**config.mk**
```make
export PLATFORM = sky130hd
export DESIGN_NAME = quad_decoder_flat
export DESIGN_NICKNAME = d
export VERILOG_FILES = /design/src/rtl/quad_pkg.sv /design/src/rtl/quad_decoder_if.sv /design/src/rtl/quad_glitch_filter.sv /design/src/rtl/quad_decoder.sv /design/src/flat_wrapper.sv
export SDC_FILE = /design/constraint.sdc
export NUM_CORES = 1
export LEC_CHECK = 0
export ABC_AREA = 1
export ABC_CLOCK_PERIOD_IN_PS = 2500
export CORE_ASPECT_RATIO = 1.25
export CORE_MARGIN = 4
export CORE_UTILIZATION = 54
export DETAILED_ROUTE_END_ITERATION = 6
export PLACE_DENSITY = 0.73
export SYNTH_ARGS = -nofsm -noshare
export SYNTH_HDL_FRONTEND = slang
export SYNTH_SLANG_ARGS = --single-unit
```
**constraint.sdc**
```tcl
create_clock -name clk -period 2.5 [get_ports clk]
set_clock_uncertainty 0.2 [all_clocks]
set_input_delay 0.25 -clock clk [delete_from_list [all_inputs] [get_ports clk]]
set_output_delay 0.25 -clock clk [all_outputs]
set_load 0.1 [all_outputs]
```
**src/rtl/quad_pkg.sv**
```systemverilog
// Shared encodings for the quadrature decoder: FSM states, Gray states, start-up length.
// Latency: none (constants and a pure function).
// Backpressure: none; the encoder cannot be stalled.
package quad_pkg;

  // FSM state encoding
  localparam logic [0:0] ST_INIT = 1'b0;
  localparam logic [0:0] ST_RUN  = 1'b1;

  // Gray states written as {A, B}
  localparam logic [1:0] S00 = 2'b00;
  localparam logic [1:0] S10 = 2'b10;
  localparam logic [1:0] S11 = 2'b11;
  localparam logic [1:0] S01 = 2'b01;

  // Cycles spent in INIT after reset release
  localparam int INIT_CYCLES = 3;

  // Next state in the up (A leads) direction: 00 -> 10 -> 11 -> 01 -> 00
  function automatic logic [1:0] gray_up_next(input logic [1:0] s);
    logic [1:0] n;
    n = S10;
    case (s)
      S00:     n = S10;
      S10:     n = S11;
      S11:     n = S01;
      default: n = S00;
    endcase
    return n;
  endfunction

endpackage

```
**src/rtl/quad_decoder_if.sv**
```systemverilog
// Encoder-side bundle: enable plus raw A/B in, direction/step/error strobes out.
// Latency: none (wiring only).
// Backpressure: none; outputs are strobes the consumer must take as they come.
interface quad_decoder_if;
  logic en;
  logic a_in;
  logic b_in;
  logic ud;
  logic step;
  logic err;

  modport master (output en, output a_in, output b_in,
                  input  ud, input  step, input  err);
  modport slave  (input  en, input  a_in, input  b_in,
                  output ud, output step, output err);
endinterface

```
**src/rtl/quad_glitch_filter.sv**
```systemverilog
// One encoder channel: 2-flop synchroniser then a hold-time glitch filter with INIT bypass.
// Latency: 2 cycles to sync, FILTER_LEN+1 more before a clean level is accepted.
// Backpressure: none; pulses shorter than the hold time are discarded by design.
module quad_glitch_filter #(
  parameter int FILTER_LEN = 4
) (
  input  logic clk,
  input  logic rst,
  input  logic bypass,
  input  logic raw,
  output logic sync,
  output logic level
);

  localparam logic [3:0] LEN = 4'(FILTER_LEN);

  if (FILTER_LEN < 1 || FILTER_LEN > 15) begin : g_bad_len
    $error("FILTER_LEN must be in 1..15");
  end

  logic       meta;
  logic [3:0] cnt;

  // Two-flop synchroniser; raw is touched by nothing else
  always_ff @(posedge clk) begin
    if (!rst) begin
      meta <= 1'b0;
      sync <= 1'b0;
    end else begin
      meta <= raw;
      sync <= meta;
    end
  end

  // Accept a new level only after it has differed from the current one for LEN cycles
  always_ff @(posedge clk) begin
    if (!rst) begin
      level <= 1'b0;
      cnt   <= 4'd0;
    end else if (bypass) begin
      level <= sync;
      cnt   <= 4'd0;
    end else if (sync == level) begin
      cnt <= 4'd0;
    end else if (cnt == LEN) begin
      level <= sync;
      cnt   <= 4'd0;
    end else begin
      cnt <= cnt + 4'd1;
    end
  end

endmodule

```
**src/rtl/quad_decoder.sv**
```systemverilog
// Quadrature decoder: filtered A/B Gray decode into registered ud/step/err strobes.
// Latency: a clean edge sampled at edge N pulses step in the cycle after edge N+FILTER_LEN+3.
// Backpressure: none; inputs faster than one change per FILTER_LEN+1 cycles are treated as noise.
module quad_decoder
  import quad_pkg::*;
#(
  parameter int FILTER_LEN = 4,
  parameter int RES        = 4
) (
  input logic          clk,
  input logic          rst,
  quad_decoder_if.slave bus
);

  if (!(RES == 1 || RES == 2 || RES == 4)) begin : g_bad_res
    $error("RES must be 1, 2 or 4");
  end

  logic [0:0] state;
  logic [1:0] init_cnt;
  logic       bypass;
  logic       a_sync, b_sync;
  logic       a_lvl, b_lvl;
  logic [1:0] cur, prev;
  logic       up_cand, dn_cand, both_chg, gate;
  logic       ud_q, step_q, err_q;

  assign bypass = (state == ST_INIT);
  assign cur    = {a_lvl, b_lvl};

  quad_glitch_filter #(.FILTER_LEN(FILTER_LEN)) u_filt_a (
    .clk(clk), .rst(rst), .bypass(bypass), .raw(bus.a_in), .sync(a_sync), .level(a_lvl)
  );

  quad_glitch_filter #(.FILTER_LEN(FILTER_LEN)) u_filt_b (
    .clk(clk), .rst(rst), .bypass(bypass), .raw(bus.b_in), .sync(b_sync), .level(b_lvl)
  );

  // Start-up FSM: hold INIT for INIT_CYCLES edges after reset release, then RUN until reset
  always_ff @(posedge clk) begin
    if (!rst) begin
      state    <= ST_INIT;
      init_cnt <= 2'd0;
    end else if (state == ST_INIT) begin
      if (init_cnt == 2'(INIT_CYCLES - 1)) begin
        state <= ST_RUN;
      end else begin
        init_cnt <= init_cnt + 2'd1;
      end
    end
  end

  // Classify the cur/prev pair and apply the resolution gate
  always_comb begin
    up_cand  = 1'b0;
    dn_cand  = 1'b0;
    both_chg = 1'b0;
    gate     = 1'b0;
    if (cur != prev) begin
      up_cand  = (cur == gray_up_next(prev));
      dn_cand  = (prev == gray_up_next(cur));
      both_chg = ((cur ^ prev) == 2'b11);
    end
    case (RES)
      1:       gate = ~prev[1] & cur[1];
      2:       gate = prev[1] ^ cur[1];
      default: gate = 1'b1;
    endcase
  end

  // Registered outputs; prev tracks cur every cycle even when disabled
  always_ff @(posedge clk) begin
    if (!rst) begin
      prev   <= S00;
      ud_q   <= 1'b1;
      step_q <= 1'b0;
      err_q  <= 1'b0;
    end else begin
      step_q <= 1'b0;
      err_q  <= 1'b0;
      if (state == ST_INIT) begin
        // The filters load sync this same edge, so loading prev from sync
        // leaves prev equal to the filtered state on entry to RUN.
        prev <= {a_sync, b_sync};
      end else begin
        prev <= cur;
        if (bus.en) begin
          if (both_chg) begin
            err_q <= 1'b1;
          end else if ((up_cand || dn_cand) && gate) begin
            step_q <= 1'b1;
            ud_q   <= up_cand;
          end
        end
      end
    end
  end

  assign bus.ud   = ud_q;
  assign bus.step = step_q;
  assign bus.err  = err_q;

endmodule

```
**src/flat_wrapper.sv**
```systemverilog
// flat-port wrapper written by rule: the top's interface ports become plain ports
module quad_decoder_flat import quad_pkg::*;
#(
  parameter int FILTER_LEN = 4,
  parameter int RES        = 4
)
  (clk, rst, bus_en, bus_a_in, bus_b_in, bus_ud, bus_step, bus_err);
  quad_decoder_if bus_i ();
  input logic clk;
  input logic rst;
  input wire logic [$bits(bus_i.en)-1:0] bus_en;
  input wire logic [$bits(bus_i.a_in)-1:0] bus_a_in;
  input wire logic [$bits(bus_i.b_in)-1:0] bus_b_in;
  output wire logic [$bits(bus_i.ud)-1:0] bus_ud;
  output wire logic [$bits(bus_i.step)-1:0] bus_step;
  output wire logic [$bits(bus_i.err)-1:0] bus_err;
  assign bus_i.en = bus_en;
  assign bus_i.a_in = bus_a_in;
  assign bus_i.b_in = bus_b_in;
  assign bus_ud = bus_i.ud;
  assign bus_step = bus_i.step;
  assign bus_err = bus_i.err;
  quad_decoder #(.FILTER_LEN(FILTER_LEN), .RES(RES)) u_core (.clk(clk), .rst(rst), .bus(bus_i));
endmodule
```
---- Word-level counts from Yosys, hierarchy flattened ----
Index checks and enable logic that the tools add are counted.
storage, ports and cells
  bits in registers ....................... 22
  input port bits ......................... 5
  output and inout port bits .............. 3
  word-level logic and storage cells ...... 69
cells by class
  add/sub/neg operators ................... 3
  equal/unequal tests ..................... 17
  multiplexer cells ....................... 18
  bitwise gates (word level) .............. 6
  reduce and logical (&&, ||, !) cells .... 11
operators by type and width
  operator               count
  $mux W1                13
  $eq A2 B2 Y1 const B   6
  $pmux W2 S3            2
  $reduce_or A4 Y1       3
  $add A4 B1 Y4 const B  2
  $eq A4 B3 Y1 const B   2
  $ne A2 B2 Y1 const B   4
  $mux W2                3
  $reduce_and A2 Y1      3
  $not A1 Y1             5
  $eq A2 B2 Y1           2
  $logic_not A2 Y1       2
  $reduce_and A4 Y1      1
  $reduce_and A3 Y1      1
  $add A2 B1 Y2 const B  1
  $eq A1 B1 Y1           2
  $ne A2 B2 Y1           1
  $xor A2 B2 Y2          1
  $logic_or A1 B1 Y1     1

---- Logic depth before layout (Yosys ltp) ----
  depth after elaboration ................. 7
  mapped depth ............................ 9
  depth with buffers taken out ............ 9

---- By module ----
From an unflattened synthesis, not the netlist that was laid out.
second synthesis, totals
  cell total of the unflattened synthesis .. 129
  area total of the unflattened synthesis .. 985.9 µm²
by module, submodules not included
  module              instances  cells each  area each (µm²)  sequential area each (µm²)
  quad_glitch_filter  2          40          312.8            140.1
  quad_decoder        1          49          360.3            160.2

---- Worst setup path before layout ----
OpenSTA, ideal clock, no wires.
  path kind ............................... register to output
  from .................................... reg u_core.ud_q (netlist: u_core.bus.ud)
  to ...................................... out bus_ud
  arrival time ............................ 0.925 ns
  data required time ...................... 2.050 ns
  slack ................................... 1.125 ns
  stages on the path, launching flop included .. 1
  cell sequence ........................... dfxtp_1
RTL lines
  item                    RTL line            RTL
  start, declared         quad_decoder.sv:26  logic ud_q, step_q, err_q;
  start signal, assigned  quad_decoder.sv:92  ud_q <= up_cand;
  end, declared           flat_wrapper.sv:14  output wire logic [$bits(bus_i.ud)-1:0] bus_ud;
No word-level cell between the ends.

---- Worst setup path after layout ----
  from .................................... reg u_core.ud_q (netlist: u_core.bus.ud)
  to ...................................... out bus_ud
No word-level cell between the ends.

==> impl_results.md <==
- Status: finished clean
- Yosys top cell by area: dfxtp_1
- Total Power: 0.7520 mW
- WP data arrival: 960 ps
- Crit-path max FO: 2
- Die Footprint: 2498 sq um
- CTS root buf: clkbuf_4
- Cells after Synth: 122
- Met3 Use GR: 3.947%
- Row count: 16
- Ys async rst share: 0%
- Final Hold Viols: 0
- Top Usage Layer GRT: met2
- Via density: 4.899
- CP Buf/Inv Count: 1
- # resized after CTS: 0
- Fillers: 149
- Area Growth Syn to Fin: 9.750%
- Slew headroom: 79.87%
- MaxCap Viol Count: 0
- Total Wirelength: 1493 um
- Met2 GRT Util: 27.44%
- Final Util: 64.27%
- Leak Pwr: 0.4855 nW
- Mean area per synthesized cell: 7.784 sq um
- Vias in the first global route: 673
- CTS Hold Bufs: 0
- Compound-Gate Fraction of Synth Area: 7.510%
- Area share of fa/ha/maj cells after synthesis: 6.588%
- Wirelength per Cell: 10.09 um
- DRC: 0
- Area post-placement: 1020 sq um
- Register bit total from synthesis: 22
- Tmin final: 1407 ps
- Die W: 45.51 um
- Clock sinks: 22
- Post-Syn Area: 949.7 sq um
- Startpoint Class: flip-flop
- Core Area: 1622 sq um
- Initial antenna violation count: 0
- First-pass GRT wire length: 2608 um
- Worst Setup End Kind: primary output
- Syn_nets: 132
- Initial DRC count: 13
- Share of layout cells above drive strength 1: 13.85%
- CTS tree: built
- Register area: 440.4 sq um
- Post-Synth XOR/XNOR Area: 4.611%
- Antenna viol nets, final: 0
- Final period util: 56.28%
- Register area share after synthesis: 46.38%
- Largest net degree at the start of global routing: 12
- IO Port Bufs: 7
- Most common cell after layout, fill and taps aside: nand2_1
- Worst EP required: 2050 ps
- Combinational family with the most area after synthesis: simple AND/OR/NAND/NOR gates
- VDD IR max: 606.9 uV
- Inst Count DP: 145
- Synth Area in Simple Gates: 24.64%
- GRT Total Usage: 15.17%
- Crit path largest cell delay: 350 ps
- Clk slew on worst S/H paths: 120 ps
- Mux share of post-synthesis cell area: 0%
- Final setup violation count: 0
- Pwr Density: 721.5 nW/um^2
- Final Max Tran Viols: 0
- Fin Setup TNS: 0 ps
- HPWL after detailed placement: 1162 um
- Initial Utilization: 58.56%
- CP max stage cell: dfxtp_1
- Final WS setup: 1093 ps
- Worst-Skew Late Latency: 310 ps
- Top post-synthesis cells by area: dfxtp_1 46%, nand2_1 11%, inv_1 7.5%
- Area of the multi-input gates: 411.6 sq um
- Die height: 54.89 um
- Grt met1 use: 14.06%
- CTS Buf Count: 3
- Setup WS pre-CTS: 822.3 ps
- Most frequent cells in the layout: 27 x nand2_1, 22 x dfxtp_1, 19 x inv_1
- Yosys cell types: 18
- Design area: 1042 sq um
- Pre-antenna DRT Iters: 4
- H-Tree Depth: 1
- Boundary Pins: 8
- Setup Fix Bufs, Post-CTS: 0
- YS warnings: 0
- Final nets: 142
- Gr ovfl total: 0
- Number of diodes: 0
- RSZ-0062 raised after global routing: no
- Critical path class: flip-flop to primary output
- Clock buffer depth: 2
- Min-Delay Path Class: flip-flop to flip-flop
- Vias: 725
- Slew @ Worst Pin: 301.5 ps
- Hold_ws: 227.4 ps
- Fmax: 710.7 MHz
- Synth top area share: 46.38%
- Top Family by Delay on Critical Path: flip-flops
- Post-synth EDFFs: 0
- GPL Wtd Cong: 0.7287
- Critical path cell sequence: buf_4
- Final cell count without fillers: 148
- Most used DFF post-synth: dfxtp_1
final timing paths:
| path | startpoint | endpoint | slack (ps) | cells past startpoint |
|---|---|---|---|---|
| setup / recovery | u_core.bus.ud | bus_ud | 1090 | 1 |
| hold reg to reg | u_core.u_filt_b.meta | u_core.u_filt_b.sync | 230 | 2 |
| setup reg to reg | u_core.u_filt_b.cnt[0] | u_core.u_filt_b.level | 1140 | 6 |
| hold / removal | u_core.u_filt_b.meta | u_core.u_filt_b.sync | 230 | 2 |
metal layers:
layer | up-vias | wire length, um | part of all wire (%)
met5 | - | 0 | 0
met4 | 0 | 47 | 3.1
met3 | 5 | 53 | 3.5
met2 | 11 | 762 | 51
met1 | 326 | 630 | 42
li1 | 383 | - | -
cell usage after synthesis, types with 2 or more instances:
| cell | n |
|---|---|
| nand2_1 | 27 |
| inv_1 | 19 |
| inv_2 | 3 |
| o21ai_0 | 5 |
| xor2_1 | 3 |
| a21oi_1 | 5 |
| nor2_1 | 14 |
| buf_4 | 2 |
| ha_1 | 5 |
| nand3_1 | 3 |
| nand2_2 | 6 |
| dfxtp_1 | 22 |
| xnor2_1 | 2 |
| nand3b_1 | 2 |
worst min-delay path, stage by stage, from the launching register on:
cell and delay, ps:
dfxtp_1 320, nand2_1 50, inv_1 30
logic make-up (layout without fill, tap and decap cells):
kind of cell,Yosys count,after routing
AND/OR/NAND/NOR,54,54
buffers and inverters,24,32
adder cells (fa/ha/maj),5,5
XOR/XNOR,5,5
AO/OA/AOI/OAI,12,12
flip-flops,22,22
final cells by class:
class / count / share of cell area, %
clock buffer: 3 / 2.161
inverter: 22 / 7.923
multi-input combinational: 76 / 39.50
sequential: 22 / 42.26
tap: 18 / 2.161
timing repair buffer: 7 / 6.002
report_power, final:
part           switching (mW)  internal [mW]  total, mW
combinational           0.110         0.0652      0.175
sequential             0.0329          0.387      0.420
clock                   0.101         0.0563      0.157
total                   0.244          0.508      0.752
sequential cells by signal, summed over array words and instances (netlist names):
| register | cells |
|---|---|
| u_core.u_filt_b.level | 1 |
| u_core.u_filt_a.meta | 1 |
| u_core.init_cnt | 2 |
| u_core.u_filt_a.cnt | 4 |
| u_core.bus.step | 1 |
| u_core.u_filt_b.meta | 1 |
| u_core.u_filt_b.cnt | 4 |
| u_core.prev | 2 |
| u_core.u_filt_a.level | 1 |
| u_core.bus.err | 1 |
| u_core.u_filt_b.sync | 1 |
| u_core.bus.ud | 1 |
| u_core.state | 1 |
| u_core.u_filt_a.sync | 1 |
Note: power is estimated with default switching activity, not from simulation.
